===== config.mk =====
export PLATFORM = sky130hd
export DESIGN_NAME = oam_dma_controller
export DESIGN_NICKNAME = d
export VERILOG_FILES = /design/src/rtl/oam_dma_controller.sv
export SDC_FILE = /design/constraint.sdc
export NUM_CORES = 1
export LEC_CHECK = 0
export CAP_MARGIN = 20
export CORE_MARGIN = 3
export CORE_UTILIZATION = 49
export CTS_BUF_LIST = sky130_fd_sc_hd__clkbuf_8
export DETAILED_ROUTE_END_ITERATION = 12
export MAX_ROUTING_LAYER = met4
export PLACE_DENSITY = 0.93
export SYNTH_ARGS = -nofsm -noshare
export SYNTH_HDL_FRONTEND = slang
export SYNTH_SLANG_ARGS = --single-unit

===== constraint.sdc =====
create_clock -name clk -period 4.85 [get_ports clk]
set_input_delay 0.97 -clock clk [delete_from_list [all_inputs] [get_ports clk]]
set_output_delay 0.97 -clock clk [all_outputs]
set_load 0.05 [all_outputs]

===== src/rtl/oam_dma_controller.sv =====
// OAM DMA sequencer: copies one source page into OAM through the shared memory port,
// stalling the CPU and owning the bus while the transfer is in flight.
module oam_dma_controller #(
    parameter int          NUM_BYTES   = 160,
    parameter logic [15:0] DST_BASE    = 16'hFE00,
    parameter int          START_DELAY = 1
) (
    input  logic        clk,
    input  logic        rst,
    input  logic        dma_start,
    input  logic [7:0]  dma_page,
    input  logic [15:0] cpu_address,
    input  logic        cpu_oe,
    input  logic        cpu_we,
    input  logic [7:0]  cpu_wdata,
    input  logic [7:0]  mem_rdata,
    output logic [15:0] mem_address,
    output logic        mem_oe,
    output logic        mem_we,
    output logic [7:0]  mem_wdata,
    output logic        cpu_stall,
    output logic        busy,
    output logic        done
);

    localparam int               IDX_W      = (NUM_BYTES > 1) ? $clog2(NUM_BYTES) : 1;
    localparam logic [IDX_W-1:0] LAST_INDEX = IDX_W'(NUM_BYTES - 1);
    localparam logic [1:0]       DELAY_LOAD = (START_DELAY > 0) ? 2'(START_DELAY - 1) : 2'd0;

    typedef enum logic [2:0] {
        IDLE,
        DELAY,
        RD_ADDR,
        RD_DATA,
        WR_ADDR,
        WR_DATA,
        DONE
    } state_t;

    state_t           state, state_next;
    logic [IDX_W-1:0] index, index_next;
    logic [7:0]       src_page, src_page_next;
    logic [7:0]       latch, latch_next;
    logic [1:0]       delay_cnt, delay_cnt_next;
    logic [15:0]      src_address;
    logic [15:0]      dst_address;
    logic [15:0]      dma_address;
    logic             dma_oe;
    logic             dma_we;
    logic [7:0]       remapped_page;

    always_ff @(posedge clk) begin
        if (rst) begin
            state     <= IDLE;
            index     <= '0;
            src_page  <= 8'h00;
            latch     <= 8'h00;
            delay_cnt <= 2'd0;
        end else begin
            state     <= state_next;
            index     <= index_next;
            src_page  <= src_page_next;
            latch     <= latch_next;
            delay_cnt <= delay_cnt_next;
        end
    end

    // Pages E0..FF mirror C0..DF (echo RAM), so fold them down before reading.
    assign remapped_page = (dma_page >= 8'hE0) ? (dma_page - 8'h20) : dma_page;
    assign src_address   = {src_page, 8'h00} + 16'(index);
    assign dst_address   = DST_BASE + 16'(index);

    always_comb begin
        state_next     = state;
        index_next     = index;
        src_page_next  = src_page;
        latch_next     = latch;
        delay_cnt_next = delay_cnt;
        busy           = 1'b1;
        done           = 1'b0;
        dma_address    = 16'h0000;
        dma_oe         = 1'b0;
        dma_we         = 1'b0;

        case (state)
            IDLE: begin
                busy = 1'b0;
            end
            DELAY: begin
                if (delay_cnt == 2'd0) begin
                    state_next = RD_ADDR;
                end else begin
                    delay_cnt_next = delay_cnt - 2'd1;
                end
            end
            RD_ADDR: begin
                dma_address = src_address;
                dma_oe      = 1'b1;
                state_next  = RD_DATA;
            end
            RD_DATA: begin
                // Memory registers its address, so the byte is valid during this second read cycle.
                dma_address = src_address;
                dma_oe      = 1'b1;
                latch_next  = mem_rdata;
                state_next  = WR_ADDR;
            end
            WR_ADDR: begin
                dma_address = dst_address;
                dma_we      = 1'b1;
                state_next  = WR_DATA;
            end
            WR_DATA: begin
                dma_address = dst_address;
                dma_we      = 1'b1;
                if (index == LAST_INDEX) begin
                    state_next = DONE;
                end else begin
                    index_next = index + 1'b1;
                    state_next = RD_ADDR;
                end
            end
            DONE: begin
                busy       = 1'b0;
                done       = 1'b1;
                state_next = IDLE;
            end
            default: begin
                busy       = 1'b0;
                state_next = IDLE;
            end
        endcase

        // A new trigger always restarts from byte 0, abandoning any transfer in flight.
        if (dma_start) begin
            src_page_next  = remapped_page;
            index_next     = '0;
            delay_cnt_next = DELAY_LOAD;
            state_next     = (START_DELAY == 0) ? RD_ADDR : DELAY;
        end
    end

    assign cpu_stall   = busy;
    assign mem_address = busy ? dma_address : cpu_address;
    assign mem_oe      = busy ? dma_oe      : cpu_oe;
    assign mem_we      = busy ? dma_we      : cpu_we;
    assign mem_wdata   = busy ? latch       : cpu_wdata;

endmodule


---- Word level (Yosys, flattened, before mapping) ----
Cells that the tools add are included.
Widths: inputs -> output; s select.
word-level totals
  register bits after elaboration ......... 29
  word-level logic and storage cells ...... 49
cells by class
  $add $sub $neg .......................... 5
  magnitude comparators ................... 1
  eq/ne operators ......................... 10
  muxes and demuxes ....................... 14
  bitwise operators ....................... 3
  reduce and logical (&&, ||, !) cells .... 10
operator list
  kind                   count
  $pmux 16 s2            1
  $pmux 3 s6             1
  $add 16x8->16          1
  $mux 16                1
  $mux 8                 2
  $add 10x9->11 const A  1
  $eq 3x3->1 const B     3
  $add 8x1->8 const B    1
  $eq 8x8->1 const B     1
  $ge 8x8->1 const B     1
  $reduce_and 2->1       4
  $sub 8x6->8 const B    1
  $mux 1                 7
  $eq 3x2->1 const B     2
  $mux 3                 2
  $reduce_or 2->1        3
  $reduce_or 5->1        1
  $ne 2x2->1 const B     2
  $eq 3x1->1 const B     1
  $logic_not 3->1        1
  $ne 3x3->1 const B     1
  $not 1->1              3
  $logic_not 2->1        1
  $sub 2x1->2 const B    1

---- Longest topological paths before layout ----
  depth in word-level cells ............... 4
  mapped depth ............................ 8
  depth with buffers taken out ............ 5

---- Worst setup path before layout ----
OpenSTA, ideal clock, no wires.
  kind .................................... reg2out
  from .................................... reg state[1]
  to ...................................... out mem_address[12]
  arrival ................................. 2390 ps
  path slack .............................. 1490 ps
  cell stages (with the launch flop) ...... 8
  path buffers ............................ 2
  path through ............................ dfxtp_1 buf_4 inv_1 ha_1 o21ba_2 clkbuf_1 o21ai_0 mux2i_1
between the ends
  cells in the longest elaborated chain, start to end .. 4
ends and longest elaborated chain
  what                                                          RTL line  source
  start, declared                                               40        state_t state, state_next;
  start signal, assigned                                        60        state <= state_next;
  $eq 3x3->1 (tied with other cells)                            85        case (state)
  $reduce_or 2->1 (no line) or $reduce_or 5->1 (tied branches)  n/a
  $pmux 16 s2 or $mux 1 (tied branches)                         85
  $mux 16 (*)                                                   144       assign mem_address = busy ? dma_address : cpu_address;
  end, declared                                                 17        output logic [15:0] mem_address,
Every way passes the cells marked *; elsewhere a longest branch is shown, timed or not.

---- Worst setup path after layout ----
  from .................................... reg state[2]
  to ...................................... out mem_address[9]
Same word-level chain as after synthesis.

==> summary.txt <==
Routing
  • First DRT Iteration DRCs: between 150 and 200
  • WL/cell: about 15 um
  • Via count: between 1500 and 2000
  • Routed vias/inst: 5.50
  • Antenna Nets Post-Route: 0
  • DR pass1 iterations: 4
  • Residual DRC count: 0
  • Total wire length: approximately 4900 um

Place
  • RePlAce Congestion: about 0.88
  • IO Port Bufs: 73
  • Placed Area: 0.00259 mm2
  • DP HPWL: approximately 3700 um
  • Cells after DPL: ~320

Clocking
  • CTS Hold Buffers Added: 0
  • Clock transition at the registers of the reported paths: about 60 ps
  • Clk buf depth: 2
  • Root Driver: clkbuf_8
  • Num CTS Buffers: 5
  • Post-CTS Setup Inserts: 0
  • H-tree levels: 2
  • Clock tree from TritonCTS: yes
  • Num Clock Sinks: 29
  • Clock Latency Late Sink: about 280 ps
  • Cts repair resizes: 0

Timing
  • Fin. max-slew vios: 0
  • Unrepaired setup endpoints after global routing: no
  • # setup viols final: 0
  • Final min period: roughly 4000 ps
  • Fin Setup TNS: 0 ps
  • Fin. Hold Viols: 0
  • Max frequency: between 200 and 250 MHz
  • Worst slew pin tran: 772 ps
  • Clk_skew: between 2 and 2.5 ps
  • Period utilization: 84.6%
  • Slew HR: between 40% and 50%

Min path
  • HP Class: reg2reg
  • Hold Crit Depth: 2
  • Min-Delay Startpoint: src_page[5]
  • Hold Crit Endpoint: src_page[5]

Critical path
  • Arr. time, crit path: about 3100 ps
  • Crit path cell chain: nor3_2, a21oi_4, buf_4, mux2i_1, clkdlybuf4s50_1
  • R2r worst-path depth: 3
  • Crit end category: primary output
  • CP max stage delay: roughly 830 ps
  • R2R Path Start: state[1]
  • Crit Path Category: reg2out
  • Worst-path maximum fanout: 18
  • Critical R2R Capture: state[2]
  • R2r setup slk: 2970 ps
  • CP max stage cell: clkdlybuf4s50_1
  • CP startpoint kind: flop
  • Worst endpoint required time: about 3900 ps

GRT
  • Vias in the first global route: around 1800
  • Largest net degree at the start of global routing: 23
  • Antenna violations before repair: 0
  • GR Util All Layers: between 20 and 25%
  • Remaining global-route overflow: 0
  • First-pass GRT wire length: approximately 8000 um

Finish
  • Post-route cell area: between 0.002 and 0.003 mm2
  • Synth-to-Final Area Change: 41.9%
  • Commonest non-fill, non-tap cell in the layout: clkdlybuf4s50_1
  • Non-filler cells, final: 324
  • Commonest non-fill, non-tap cells in the layout: clkdlybuf4s50_1 (73), mux2i_1 (31), dfxtp_1 (29), inv_1 (22), nor2_1 (20)
  • Nets@finish: 328
  • Layout cells sized above 1: under 10%
  • Antenna cells: 0
  • Filler instances: about 240
  • Final core occ: between 70% and 80%

Synthesis
  • EDFF count, synth: 0
  • #FFs+latches synth: 29
  • Asr flop ratio synth: 0%
  • Cell Area, Synth: between 0.0015 and 0.002 mm2
  • XOR/XNOR Fraction of Synth Area: less than 1%
  • Gate Count Post-Synth: around 210
  • Ys Warns: 0
  • Syn avg cell area: 8.88 um2
  • Simple-Gate Fraction of Synth Area: 22.0%
  • Synth Area in Adders: around 3.3%
  • Yosys cell types: 45
  • Mux cell area share after synthesis: around a quarter
  • Post-synth top flop: dfxtp_1
  • Syn_nets: about 260
  • Largest family of logic cells by synthesized area: multiplexers
  • Compound-gate portion of the synthesized area: 10.2%
  • Share of the yosys chip area belonging to registers: a little under a third

Power and ir drop
  • P_leak: 1.11 nW
  • Pwr Total: about 0.63 mW
  • Pwr Density: 236 mW/mm2
  • IR Drop Worst-Case VDD: about 0.15 mV

Die
  • Ports: 74
  • Initial Utilization: a little over half
  • Die Area: between 0.004 and 0.005 mm2
  • Die height: between 60 and 70 um
  • Die W: 68.0 um
  • Core area: about 0.0035 mm2
  • Num rows: 21

Run
  • # Max-Cap Violations: 0

Run status
  • Run status: finished clean
[area by class of cell]
cell class | instances | area [um2] | share of cell area, %
clock buffer | 6 | 82.6 | 3.09
clock inverter | 1 | 3.75 | 0.140
inverter | 21 | 78.8 | 2.95
multi-input combinational | 147 | 1130 | 42.3
sequential | 29 | 581 | 21.7
tap | 46 | 57.6 | 2.15
timing repair buffer | 74 | 738 | 27.6
[critical path: cells and delay by family, from the launching register on]
kind            cells  cell delay [ps]
compound gates      1              550
buf+inv             2             1170
flops               1              770
simple gates        1              130
mux                 1              220
[synthesized netlist by cell type, types with 2 or more instances]
cell | count | area share (%)
nand3_1 | 6 | 1.6
a211oi_1 | 2 | 0.80
nand2_1 | 16 | 3.2
nor3_1 | 2 | 0.53
buf_1 | 2 | 0.40
clkbuf_1 | 4 | 0.80
buf_4 | 5 | 2.0
a31oi_1 | 3 | 1.0
buf_2 | 2 | 0.53
inv_1 | 21 | 4.2
mux2i_1 | 31 | 16
dfxtp_1 | 29 | 31
nor2_1 | 20 | 4.0
o21bai_1 | 2 | 0.80
a21oi_1 | 5 | 1.3
buf_6 | 2 | 1.2
nand2b_1 | 5 | 1.7
ha_1 | 5 | 3.3
mux2_1 | 3 | 1.8
nor4_2 | 2 | 1.3
o21ai_0 | 10 | 2.7
mux2_2 | 9 | 5.4
or3_1 | 4 | 1.3
[worst max-delay path by stage]
stage	startpoint	cells after the start	endpoint	slack, ps
finish	state[2]	5	mem_address[9]	750
global route	state[1]	6	mem_address[11]	580
CTS	state[2]	5	mem_address[9]	740
detailed placement	state[2]	5	mem_address[9]	1080
global placement	state[2]	5	mem_address[3]	1130
floorplan	state[1]	7	mem_address[12]	1490
[per-layer routing]
| metal | vias to the layer above | wire length [um] | track usage (%) |
|---|---|---|---|
| li1 | 862 | - | - |
| met1 | 824 | 2030 | 28.7 |
| met2 | 81 | 2380 | 36.8 |
| met3 | 14 | 356 | 6.73 |
| met4 | 0 | 142 | 12.7 |
| met5 | - | 0 | - |
[metrics by stage]
stage,hold WS [ps],setup slack (ps)
floorplan,442,1490
global placement,453,1130
detailed placement,464,1080
CTS,473,739
global route,499,575
finish,469,748
[sequential cells by signal, summed over array words and instances, names as in the netlist]
| signal | cells |
|---|---|
| index | 8 |
| latch | 8 |
| src_page | 8 |
| state | 3 |
| delay_cnt | 2 |
[where the power goes]
part	internal [mW]	total, mW	switching [mW]
combinational	0.0816	0.182	0.100
sequential	0.243	0.248	0.00498
clock	0.110	0.199	0.0892
total	0.435	0.629	0.194
[kinds of logic after synthesis]
family,after synthesis
adder cells (fa/ha/maj),5
buffers and inverters,36
XOR/XNOR,2
flip-flops,29
AND/OR/NAND/NOR,69
AO/OA/AOI/OAI,28
multiplexers,43
No activity file was read; power rests on OpenSTA's default activity.
